**src/rtl/nibble_serial_adder_if.sv**
```systemverilog
// Valid/ready operand and result channels of the nibble-serial adder.
// The master side is the producer/consumer; the slave side is the adder.
interface nibble_serial_adder_if #(parameter int NIBBLES = 4);
  localparam int W = 4 * NIBBLES;

  logic         in_valid;
  logic         in_ready;
  logic [W-1:0] A;
  logic [W-1:0] B;
  logic         Cin;
  logic         out_valid;
  logic         out_ready;
  logic [W-1:0] S;
  logic         Cout;
  logic         busy;

  modport master (
    output in_valid, A, B, Cin, out_ready,
    input  in_ready, out_valid, S, Cout, busy
  );

  modport slave (
    input  in_valid, A, B, Cin, out_ready,
    output in_ready, out_valid, S, Cout, busy
  );
endinterface

```
**src/rtl/nibble_serial_adder.sv**
```systemverilog
// Wide adder built from one 4-bit ripple-carry slice reused over NIBBLES cycles,
// least-significant nibble first, with the carry held in a register between cycles.

module ripple_carry_adder (
  input  logic [3:0] A,
  input  logic [3:0] B,
  input  logic       Cin,
  output logic [3:0] S,
  output logic       Cout
);
  logic [4:0] c;

  assign c[0] = Cin;
  for (genvar i = 0; i < 4; i++) begin : g_fa
    assign S[i]   = A[i] ^ B[i] ^ c[i];
    assign c[i+1] = (A[i] & B[i]) | (c[i] & (A[i] ^ B[i]));
  end
  assign Cout = c[4];
endmodule

// state | meaning
// IDLE  | waiting for operands, in_ready high
// RUN   | one slice add per cycle, nibble idx
// DONE  | result held, out_valid high until out_ready
module nibble_serial_adder #(
  parameter int NIBBLES = 4
) (
  input  logic                  clk,
  input  logic                  rst,
  nibble_serial_adder_if.slave  bus
);
  localparam int W  = 4 * NIBBLES;
  localparam int IW = (NIBBLES > 1) ? $clog2(NIBBLES) : 1;

  typedef enum logic [1:0] {IDLE, RUN, DONE} state_t;

  state_t         state, state_nxt;
  logic [W-1:0]   a_reg, b_reg, s_reg;
  logic           carry, cout_reg;
  logic [IW-1:0]  idx;
  logic [3:0]     a_nib, b_nib, slice_s;
  logic           slice_cout;
  logic           last;

  assign last = (idx == IW'(NIBBLES - 1));

  always_comb begin
    a_nib = '0;
    b_nib = '0;
    for (int i = 0; i < NIBBLES; i++) begin
      if (idx == IW'(i)) begin
        a_nib = a_reg[4*i +: 4];
        b_nib = b_reg[4*i +: 4];
      end
    end
  end

  ripple_carry_adder u_slice (
    .A    (a_nib),
    .B    (b_nib),
    .Cin  (carry),
    .S    (slice_s),
    .Cout (slice_cout)
  );

  always_ff @(posedge clk or posedge rst) begin
    if (rst) state <= IDLE;
    else     state <= state_nxt;
  end

  // Output handshake in DONE wins; a waiting operand is taken in the next IDLE.
  always_comb begin
    state_nxt = state;
    case (state)
      IDLE:    if (bus.in_valid)  state_nxt = RUN;
      RUN:     if (last)          state_nxt = DONE;
      DONE:    if (bus.out_ready) state_nxt = IDLE;
      default:                    state_nxt = IDLE;
    endcase
  end

  always_ff @(posedge clk or posedge rst) begin
    if (rst) begin
      a_reg    <= '0;
      b_reg    <= '0;
      carry    <= 1'b0;
      idx      <= '0;
      s_reg    <= '0;
      cout_reg <= 1'b0;
    end else begin
      case (state)
        IDLE: begin
          if (bus.in_valid) begin
            a_reg    <= bus.A;
            b_reg    <= bus.B;
            carry    <= bus.Cin;
            idx      <= '0;
            s_reg    <= '0;
            cout_reg <= 1'b0;
          end
        end
        RUN: begin
          for (int i = 0; i < NIBBLES; i++) begin
            if (idx == IW'(i)) s_reg[4*i +: 4] <= slice_s;
          end
          carry <= slice_cout;
          if (last) cout_reg <= slice_cout;
          else      idx      <= idx + 1'b1;
        end
        default: ;
      endcase
    end
  end

  assign bus.in_ready  = (state == IDLE);
  assign bus.out_valid = (state == DONE);
  assign bus.busy      = (state == RUN);
  assign bus.S         = s_reg;
  assign bus.Cout      = cout_reg;
endmodule

```
**src/flat_wrapper.sv**
```systemverilog
// flat-port wrapper written by rule: the top's interface ports become plain ports
module nibble_serial_adder_flat 
#(
  parameter int NIBBLES = 4
)
  (clk, rst, bus_in_valid, bus_A, bus_B, bus_Cin, bus_out_ready, bus_in_ready, bus_out_valid, bus_S, bus_Cout, bus_busy);
  nibble_serial_adder_if #(.NIBBLES(NIBBLES)) bus_i ();
  input  logic clk;
  input  logic rst;
  input wire logic [$bits(bus_i.in_valid)-1:0] bus_in_valid;
  input wire logic [$bits(bus_i.A)-1:0] bus_A;
  input wire logic [$bits(bus_i.B)-1:0] bus_B;
  input wire logic [$bits(bus_i.Cin)-1:0] bus_Cin;
  input wire logic [$bits(bus_i.out_ready)-1:0] bus_out_ready;
  output wire logic [$bits(bus_i.in_ready)-1:0] bus_in_ready;
  output wire logic [$bits(bus_i.out_valid)-1:0] bus_out_valid;
  output wire logic [$bits(bus_i.S)-1:0] bus_S;
  output wire logic [$bits(bus_i.Cout)-1:0] bus_Cout;
  output wire logic [$bits(bus_i.busy)-1:0] bus_busy;
  assign bus_i.in_valid = bus_in_valid;
  assign bus_i.A = bus_A;
  assign bus_i.B = bus_B;
  assign bus_i.Cin = bus_Cin;
  assign bus_i.out_ready = bus_out_ready;
  assign bus_in_ready = bus_i.in_ready;
  assign bus_out_valid = bus_i.out_valid;
  assign bus_S = bus_i.S;
  assign bus_Cout = bus_i.Cout;
  assign bus_busy = bus_i.busy;
  nibble_serial_adder #(.NIBBLES(NIBBLES)) u_core (.clk(clk), .rst(rst), .bus(bus_i));
endmodule
```
**config.mk**
```make
export PLATFORM = sky130hd
export DESIGN_NAME = nibble_serial_adder_flat
export DESIGN_NICKNAME = d
export VERILOG_FILES = /design/src/rtl/nibble_serial_adder_if.sv /design/src/rtl/nibble_serial_adder.sv /design/src/flat_wrapper.sv
export SDC_FILE = /design/constraint.sdc
export NUM_CORES = 1
export LEC_CHECK = 0
export CORE_MARGIN = 10
export CORE_UTILIZATION = 30
export CTS_CLUSTER_DIAMETER = 80
export DETAILED_ROUTE_END_ITERATION = 12
export PLACE_DENSITY = 0.6
export SLEW_MARGIN = 20
export SYNTH_ARGS = -nofsm -noshare
export SYNTH_HDL_FRONTEND = slang
export SYNTH_SLANG_ARGS = --single-unit
```
**constraint.sdc**
```tcl
create_clock -name clk -period 3.89 [get_ports clk]
set_input_delay 0.778 -clock clk [delete_from_list [all_inputs] [get_ports clk]]
set_output_delay 0.778 -clock clk [all_outputs]
set_load 0.02 [all_outputs]
```
==> flow_summary_export.csv, run 1 <==
group,metric,value,unit
logic_synthesis,synth_nets,241,
final_layout,regArea,0.00135,mm²
sta,setup_violations,0,
logic_synthesis,yosys_register_bits,54,
sta,rsz0062_at_grt,"false",
worst_setup_path,crit_fanout,8,
route,drt_iter0_markers,64,
clocking,root_buffer,"clkbuf_8",
route,vias_per_cell,4.88,
floorplanning,initial_core_util,30.6,%
sta,tightest_slew,603,ps
sta,period_share,91.6,%
logic_synthesis,synth.avg_cell_area,12.8,µm²
global_route,antenna_found_initial,0,
sta,finalMaxSlewViolations,0,
sta,timing.final.hold_violations,0,
clocking,insertion_delay,300,ps
place,dp_cells,351,
sta,min_period,3560,ps
place,hpwl,4.78,mm
clocking,ctsHtreeMaxLevel,2,
worst_setup_path,worstSetupPathType,"flip-flop to flip-flop",
global_route,grt_pass1_wl,9.96,mm
floorplanning,fp.dieArea,0.0124,mm²
sta,hold-worst-slack,494,ps
final_layout,n_antenna_cell,0,
final_layout,final_common_cell,"clkdlybuf4s50_1",
worst_setup_path,cp-end-kind,"flip-flop",
floorplanning,coreArea,0.00818,mm²
sta,max_freq,281,MHz
pwr,vdd_drop_max,0.000258,V
worst_setup_path,ff2ff_path_depth,12,
worst_setup_path,arrival,3760,ps
floorplanning,die_h,111,µm
logic_synthesis,synthDistinctLibCells,26,
floorplanning,dieWidth,111,µm
route,firstDrtPassIters,4,
place,portBuffers,56,
final_layout,finalInstanceArea,0.00327,mm²
final_layout,area_growth,30.4,%
route,wl_per_cell,16.8,µm
route,drcViolationCount,0,
clocking,cts_buffers,5,
clocking,cts_hold_buffers,0,
route,totalWireLength,6.05,mm
route,vias,1751,
final_layout,drive_gt1_share,18.9,%
floorplanning,num_io_pins,57,
worst_hold_path,holdPathStages,1,
clocking,ctsResizeCount,0,
worst_setup_path,startpoint_type,"flip-flop",
floorplanning,rows,33,
pwr,p_leak,1.36,nW
logic_synthesis,syn-cell-area,0.00250,mm²
place,routabilityCongestion,0.751,
sta,slew_headroom,59.8,%
final_layout,final_cells,359,
clocking,post_cts_buffers,0,
status,status,"finished, final reports clean",
clocking,cts_tree,"built",
final_layout,fillCellCount,805,
pwr,power,2.92,mW
pwr,power_density,894,mW/mm²
worst_hold_path,hp-class,"flip-flop to flip-flop",
final_layout,multi_input_area,0.00103,mm²
logic_synthesis,ys_seq_area_share,54.0,%
logic_synthesis,synthCells,196,
global_route,grt_max_degree,42,
global_route,grt_use_total,9.75,%
place,postPlaceCellArea,0.00317,mm²
clocking,clock_tree.buffer_depth,2,
worst_setup_path,crit_required,4090,ps
sta,tns,0,ps
final_layout,nets,298,
final_layout,mostFrequentLayoutCells,"clkdlybuf4s50_1, dfrtp_1, mux2_2",
logic_synthesis,yosysWarnings,0,
clocking,clkTransAtPathRegs,90,ps
global_route,grt_pass1_vias,1957,
route,ant_nets,0,
job,cap_viol_max_count,0,
clocking,cts.sinks,54,
global_route,overflow,0,
sta,clock_skew,2.77,ps
[path summary, 6_finish.rpt]
path	slack, ps	from	to
max	330	u_core.idx[0]	u_core.bus.S[15]
min	490	u_core.bus.S[0]	u_core.bus.S[0]
max reg2reg	330	u_core.idx[0]	u_core.bus.S[15]
min reg2reg	490	u_core.bus.S[0]	u_core.bus.S[0]
max in group asynchronous	2410	rst	u_core.carry
min in group asynchronous	870	rst	u_core.bus.S[2]
[synthesized netlist by cell type]
cell / count / area (µm²)
mux2_2: 30 / 338
inv_1: 12 / 45.0
nor3_1: 1 / 5.00
nor2b_1: 8 / 50.1
a32o_1: 12 / 120
buf_6: 1 / 11.3
nor2b_2: 1 / 8.76
buf_2: 4 / 20.0
o21bai_1: 1 / 7.51
a221oi_1: 5 / 43.8
buf_4: 4 / 30.0
o21ai_0: 6 / 30.0
a21oi_1: 8 / 40.0
dfrtp_1: 54 / 1350
clkbuf_1: 4 / 15.0
a22o_1: 12 / 105
a22oi_1: 2 / 15.0
fa_1: 4 / 80.1
o31ai_1: 5 / 37.5
clkbuf_2: 1 / 5.00
nor2_1: 2 / 7.51
a221o_1: 2 / 20.0
ha_1: 4 / 50.1
nor3b_4: 1 / 18.8
nor3b_1: 1 / 7.51
nand2_1: 11 / 41.3
[kinds of logic (layout without fill, tap and decap cells)]
logic type / after synthesis / after routing / share of synthesized area [%]
compound gates: 53 / 53 / 16.7
fa+ha+maj: 8 / 8 / 5.20
buf+inv: 26 / 84 / 5.05
flops: 54 / 54 / 54.0
mux: 30 / 30 / 13.5
simple gates: 25 / 25 / 5.55
[layout make-up]
| type | count | share of cell area (%) |
|---|---|---|
| inverters | 12 | 1.38 |
| well taps | 105 | 4.02 |
| flip-flops and latches | 54 | 41.4 |
| clock buffers | 7 | 2.64 |
| multi-input cells | 116 | 31.4 |
| clock inverters | 1 | 0.153 |
| repair buffers | 64 | 19.0 |
[where the power goes]
part / leakage (nW) / total [mW] / switching [mW] / internal, mW
clock: 0.0482 / 0.319 / 0.175 / 0.144
combinational: 0.648 / 1.60 / 0.826 / 0.774
sequential: 0.667 / 0.999 / 0.181 / 0.818
total: 1.36 / 2.92 / 1.18 / 1.74
[worst max-delay path, stage by stage, from the launching register on]
cell	delay, ps
dfrtp_1	400
inv_1	80
ha_1	300
nor2b_2	200
a221o_1	300
a22oi_1	220
fa_1	230
inv_1	50
fa_1	400
fa_1	400
fa_1	510
a22o_1	200
a22o_1	170
[routing by layer]
metal  part of all wire, %  routed length, µm  vias up  global-route usage [%]
met5                     0                  0        -                       0
met4                   1.5                 91        0                    3.08
met3                   7.2                434        7                    4.03
met2                    48               2890       51                    16.0
met1                    43               2630      867                    11.3
li1                      -                  -      826                       -
[metrics by stage]
step / worst slack, ps / utilization (%)
after global placement: 465 / 38.8
after floorplan: 515 / -
after detailed placement: 322 / 38.8
final: 327 / 39.9
after global routing: 118 / 39.9
after CTS: 306 / 39.9
No activity file was read; power rests on OpenSTA's default activity.
==> run 2, diff against run 1 <==
- CORE_UTILIZATION: 30 -> 50
- PLACE_DENSITY: 0.6 -> 0.88
==> run 2 against run 1 <==
  * Clock power increased by 15%
  * Highest routed layer unchanged
  * Flip-flop and latch count did not move
  * Die area is 34% lower
  * First-iteration DRC count rose by 80%
  * Global-route usage rose by 3.1 points
  * Register-to-register slack worse by 30 ps
  * Combinational power fell by 3%
  * Non-clock buffer count decreased by 4
  * Routed wire length is 9.8% lower
  * Critical path type unchanged
  * Final cell count shrank 12%
  * Count of clock-buffer cells in the layout stayed put
  * Largest power group unchanged
==> flow_summary_export.csv, run 2 (synthesis results as in run 1) <==
group,metric,value,unit
clocking,ctsHtreeMaxLevel,2,
worst_setup_path,timing.rr.end,"u_core.bus.S[15]",
final_layout,drive_gt1_share,17.2,%
pwr,power.internal,1.77,mW
sta,timing.final.hold_violations,0,
route,drcViolationCount,0,
worst_setup_path,arrival,3790,ps
clocking,cts_hold_buffers,0,
place,dp_cells,309,
pwr,p_leak,1.35,nW
global_route,grt_pass1_vias,1859,
worst_setup_path,reg2reg_from,"u_core.idx[0]",
final_layout,n_antenna_cell,0,
clocking,cts.sinks,54,
final_layout,nets,294,
sta,clock_skew,4.64,ps
status,status,"finished, final reports clean",
global_route,antenna_found_initial,0,
worst_hold_path,holdPathStages,1,
sta,period_share,92.4,%
global_route,overflow,0,
worst_setup_path,startpoint_type,"flip-flop",
worst_hold_path,worstHoldEndpoint,"u_core.bus.S[5]",
worst_setup_path,worstSetupPathType,"flip-flop to flip-flop",
route,wl_per_cell,17.2,µm
place,routabilityCongestion,0.771,
global_route,grt_pass1_wl,8.84,mm
pwr,power_density,908,mW/mm²
worst_hold_path,hp-class,"flip-flop to flip-flop",
route,vias,1799,
worst_setup_path,cp_slowest_cell,"ha_1",
global_route,grt_use_total,12.8,%
sta,max_freq,278,MHz
pwr,switching_share,39.3,%
worst_setup_path,crit_required,4090,ps
floorplanning,coreArea,0.00479,mm²
clocking,clkTransAtPathRegs,90,ps
route,ant_nets,0,
final_layout,multi_input_area,0.00103,mm²
final_layout,area_growth,28.0,%
floorplanning,rows,25,
sta,tightest_slew,907,ps
sta,rsz0062_at_grt,"false",
route,vias_per_cell,5.68,
clocking,cts_buffers,5,
job,cap_viol_max_count,0,
worst_setup_path,ff2ff_path_depth,11,
floorplanning,num_io_pins,57,
route,totalWireLength,5.45,mm
sta,slew_headroom,39.5,%
final_layout,regArea,0.00135,mm²
worst_setup_path,cp_cell_sequence,"inv_1, ha_1, a21oi_1, a22oi_1, fa_1, inv_1, fa_1, fa_1, fa_1, a22o_1, a22o_1",
sta,tns,0,ps
clocking,insertion_delay,310,ps
worst_hold_path,hold_start,"u_core.bus.S[5]",
floorplanning,fp.dieArea,0.00824,mm²
floorplanning,die_h,90.8,µm
place,portBuffers,56,
clocking,ctsResizeCount,0,
pwr,power_switching,1.14,mW
pwr,seqPwrFrac,33.8,%
route,drt_iter0_markers,115,
worst_setup_path,cp-end-kind,"flip-flop",
pwr,vdd_drop_max,0.000506,V
global_route,grt_max_degree,55,
sta,finalMaxSlewViolations,0,
sta,setup_violations,0,
final_layout,final_common_cell,"clkdlybuf4s50_1",
final_layout,final_cells,317,
floorplanning,initial_core_util,52.3,%
floorplanning,dieWidth,90.8,µm
final_layout,fillCellCount,347,
clocking,post_cts_buffers,0,
final_layout,mostFrequentLayoutCells,"clkdlybuf4s50_1, dfrtp_1, mux2_2",
clocking,root_buffer,"clkbuf_8",
worst_setup_path,crit_fanout,21,
place,hpwl,4.06,mm
pwr,clockPowerShare,12.6,%
route,firstDrtPassIters,4,
sta,min_period,3590,ps
pwr,p_comb_share,53.6,%
worst_setup_path,max_stage_delay,620,ps
worst_setup_path,cp_common_cell,"fa_1",
clocking,cts_tree,"built",
worst_setup_path,rrSetupSlack,300,ps
clocking,clock_tree.buffer_depth,2,
==> run 2: cell types whose count changed in the layout (fill, tap and decap cells not counted), sizes merged <==
cell    change
inv         -1
bufinv      +1
buf         -4
==> run 2: worst max path at each step <==
| stage | start | endpoint | slack [ps] |
|---|---|---|---|
| after floorplan | u_core.idx[0] | u_core.bus.S[15] | 520 |
| after detailed placement | u_core.idx[1] | u_core.bus.S[15] | 330 |
| after CTS | u_core.idx[1] | u_core.bus.S[15] | 290 |
| after global placement | u_core.idx[0] | u_core.bus.S[15] | 470 |
| after global routing | u_core.idx[1] | u_core.bus.S[15] | 90 |
| final | u_core.idx[0] | u_core.bus.S[15] | 300 |
==> run 2: cell type report <==
cell class	instances	area share, %
sequential	54	42.2
inverter	12	1.44
multi-input combinational	116	32.0
clock buffer	7	2.38
tap	67	2.62
timing repair buffer	60	18.4
clock inverter	1	0.937
==> run 2: through the flow <==
step / cell area (µm²) / hold WS, ps / worst slack [ps] / utilization, % / power, mW
global placement: 3100 / 476 / 466 / 64.7 / 2.49
finish: 3200 / 497 / 297 / 67.0 / 2.91
floorplan: 2500 / 480 / 515 / - / 2.09
CTS: 3200 / 503 / 292 / 66.9 / 2.93
global route: 3200 / 519 / 85.2 / 67.0 / 3.14
detailed placement: 3100 / 482 / 328 / 64.7 / 2.56
==> run 2: layer usage <==
layer | part of all wire (%) | routed length, µm | GRT usage (%) | vias up
li1 | - | - | - | 820
met4 | 1.7 | 93 | 5.97 | 0
met3 | 7.0 | 380 | 4.82 | 11
met5 | 0 | 0 | 0 | -
met2 | 47 | 2550 | 20.0 | 60
met1 | 45 | 2430 | 15.3 | 908
==> run 2: critical path, delay by kind of cell, from the launching register on <==
family                   cells  cell delay, ps
flip-flops                   1             420
AO/OA/AOI/OAI                4             790
adder cells (fa/ha/maj)      5            2110
buffers and inverters        2             160
==> run 2: power by group through the flow <==
| stage | logic [mW] | registers, mW | clock network [mW] |
|---|---|---|---|
| 2_1_floorplan | 1.10 | 0.991 | 0 |
| 3_3_place_gp | 1.51 | 0.984 | 0 |
| 3_5_place_dp | 1.56 | 0.995 | 0 |
| 4_1_cts | 1.57 | 0.982 | 0.373 |
| 5_1_grt | 1.73 | 1.01 | 0.393 |
| 6_report | 1.56 | 0.982 | 0.367 |
==> run 3, diff against run 2 <==
- SLEW_MARGIN: 20 -> unset
- SYNTH_HIERARCHICAL: unset -> 1
==> run 3 against run 2 <==
  * Power fell by 2.5%
  * Utilization hardly changed
  * Design area decreased by 0.62%
  * Hold slack improved by 1.5 ps
  * Clock skew grew 3.8 ps
  * Largest power group unchanged
==> flow_summary_export.csv, run 3 <==
group,metric,value,unit
clocking,clkTransAtPathRegs,90,ps
global_route,grt_pass1_vias,1788,
final_layout,finalInstanceArea,0.00318,mm²
global_route,grt_max_degree,55,
route,ant_nets,0,
logic_synthesis,synth_common_cells,"dfrtp_1, mux2_2, a22o_1, inv_1, nor2b_1",
floorplanning,fp.dieArea,0.00815,mm²
logic_synthesis,syn-cell-area,0.00247,mm²
sta,max_freq,284,MHz
clocking,root_buffer,"clkbuf_8",
worst_hold_path,holdPathStages,1,
status,status,"finished, final reports clean",
logic_synthesis,synthCells,190,
worst_setup_path,crit_required,4090,ps
worst_setup_path,timing.rr.end,"u_core/bus.S[11]",
route,drcViolationCount,0,
clocking,cts_tree,"built",
sta,period_share,90.5,%
logic_synthesis,ys_seq_area_share,54.7,%
logic_synthesis,synthFlopType,"dfrtp_1",
worst_setup_path,rrSetupSlack,370,ps
place,postPlaceCellArea,0.00307,mm²
route,wl_met2,2.43,mm
floorplanning,die_h,90.3,µm
clocking,post_cts_buffers,0,
logic_synthesis,synth_compound_area_share,12.9,%
logic_synthesis,synth.area.top_cells,"dfrtp_1, mux2_2, a22o_1",
logic_synthesis,synth_edf_count,0,
clocking,ctsHtreeMaxLevel,2,
worst_hold_path,hold_start,"u_core/bus.S[9]",
worst_setup_path,reg2reg_from,"u_core/idx[1]",
route,vias_per_cell,5.35,
final_layout,nets,291,
logic_synthesis,yosysWarnings,6,
clocking,insertion_delay,300,ps
pwr,p_leak,1.39,nW
clocking,clock_tree.buffer_depth,2,
sta,slew_headroom,29.6,%
logic_synthesis,yosysMostFrequentCell,"dfrtp_1",
sta,tns,0,ps
logic_synthesis,synth-simple-area-share,7.91,%
sta,tightest_slew,1060,ps
final_layout,mostFrequentLayoutCells,"clkdlybuf4s50_1, dfrtp_1, mux2_2",
worst_hold_path,worstHoldEndpoint,"u_core/bus.S[9]",
pwr,power_density,891,mW/mm²
global_route,overflow,0,
route,drt-met1-wl,2.39,mm
worst_hold_path,hp-class,"flip-flop to flip-flop",
worst_setup_path,arrival,3710,ps
route,totalWireLength,5.15,mm
sta,finalMaxSlewViolations,0,
sta,setup_violations,0,
floorplanning,num_io_pins,57,
logic_synthesis,synth_nets,235,
clocking,cts_hold_buffers,0,
sta,hold-worst-slack,499,ps
logic_synthesis,synth.avg_cell_area,13.0,µm²
clocking,cts_buffers,5,
route,drt_iter0_markers,104,
final_layout,final_common_cell,"clkdlybuf4s50_1",
place,portBuffers,56,
final_layout,n_antenna_cell,0,
route,dr_wl_met3,293,µm
place,routabilityCongestion,0.852,
global_route,grt_use_total,13.0,%
job,cap_viol_max_count,0,
clocking,cts.sinks,54,
clocking,ctsResizeCount,0,
logic_synthesis,synthDistinctLibCells,23,
sta,min_period,3520,ps
global_route,antenna_found_initial,0,
logic_synthesis,yosys.area_share.xor_xnor,0,%
logic_synthesis,synthMuxAreaShare,14.6,%
pwr,vdd_drop_max,0.000398,V
final_layout,area_growth,29.0,%
worst_setup_path,startpoint_type,"flip-flop",
route,highest_layer,"met4",
logic_synthesis,yosys.area.top_type,"dfrtp_1",
place,hpwl,3.81,mm
worst_setup_path,crit_fanout,11,
route,vias,1681,
final_layout,drive_gt1_share,17.8,%
floorplanning,rows,25,
global_route,grt_pass1_wl,8.94,mm
logic_synthesis,yosys_register_bits,54,
place,post-place-ws,409,ps
worst_setup_path,ff2ff_path_depth,15,
logic_synthesis,synth_fa_ha_area_share,5.27,%
logic_synthesis,async_flop_share,100,%
logic_synthesis,synth_top_family_by_area,"multiplexers",
route,firstDrtPassIters,4,
sta,finalWorstSetupSlack,371,ps
logic_synthesis,synth.top_cell.area_share,54.7,%
floorplanning,initial_core_util,51.9,%
worst_setup_path,cp-end-kind,"flip-flop",
worst_setup_path,worstSetupPathType,"flip-flop to flip-flop",
sta,clock_skew,8.43,ps
route,wl_per_cell,16.4,µm
floorplanning,coreArea,0.00475,mm²
sta,rsz0062_at_grt,"false",
floorplanning,dieWidth,90.3,µm
sta,timing.final.hold_violations,0,
[run 3: cell types whose count changed after synthesis, moves of 3 or more]
cell and delta:
buf_2 -3, a21oi_1 -6, a22o_1 +7, and3b_1 +4, o21ai_0 -4, inv_1 +4
a32o_1 -12, nor2_1 +3
[run 3: metrics by stage]
stage / cells / total power [mW] / util, %
final: 314 / 2.84 / 67.0
after global routing: 314 / 3.07 / 67.0
after CTS: 314 / 2.86 / 67.0
after detailed placement: 306 / 2.48 / 64.7
after global placement: 306 / 2.43 / 64.7
after floorplan: 190 / 2.04 / -
[run 3: where the power goes]
group / internal [mW] / total [mW] / switching (mW)
clock: 0.192 / 0.365 / 0.173
combinational: 0.720 / 1.48 / 0.763
sequential: 0.818 / 0.988 / 0.170
[run 3: final cells by class]
cell class | count | area [µm²]
clock buffers | 6 | 72.6
inverters | 16 | 60.1
clock inverters | 2 | 37.5
flip-flops and latches | 54 | 1350
multi-input cells | 111 | 1000
well taps | 67 | 83.8
repair buffers | 58 | 576
fillers | 360 | 1570
[run 3: routing by layer]
layer	global-route usage [%]	vias up
met1	17.6	837
met5	0	-
met2	20.2	54
met4	3.05	0
li1	-	785
met3	3.57	5
[run 3: worst max path at each step]
stage / startpoint / endpoint / cells after the start
final: u_core/idx[1] / u_core/bus.S[11] / 15
after global routing: u_core/idx[1] / u_core/bus.S[7] / 15
after CTS: u_core/idx[1] / u_core/bus.S[3] / 15
after detailed placement: u_core/idx[1] / u_core/bus.S[3] / 15
after global placement: u_core/idx[1] / u_core/bus.S[11] / 15
after floorplan: u_core/idx[0] / u_core/bus.S[11] / 14
[run 3: logic make-up after synthesis]
| family | after synthesis |
|---|---|
| AO/OA/AOI/OAI | 39 |
| adder cells (fa/ha/maj) | 8 |
| AND/OR/NAND/NOR | 32 |
| flip-flops | 54 |
| multiplexers | 32 |
| buffers and inverters | 25 |
[run 3: critical path, cell delays in order, from the launching register on]
cell	delay, ps
dfrtp_1	410
inv_1	80
ha_1	190
buf_4	170
nor2b_1	400
a221oi_1	160
o31ai_1	350
fa_1	230
inv_1	50
fa_1	340
inv_1	70
fa_1	150
inv_1	50
fa_1	470
inv_1	80
a22o_1	220
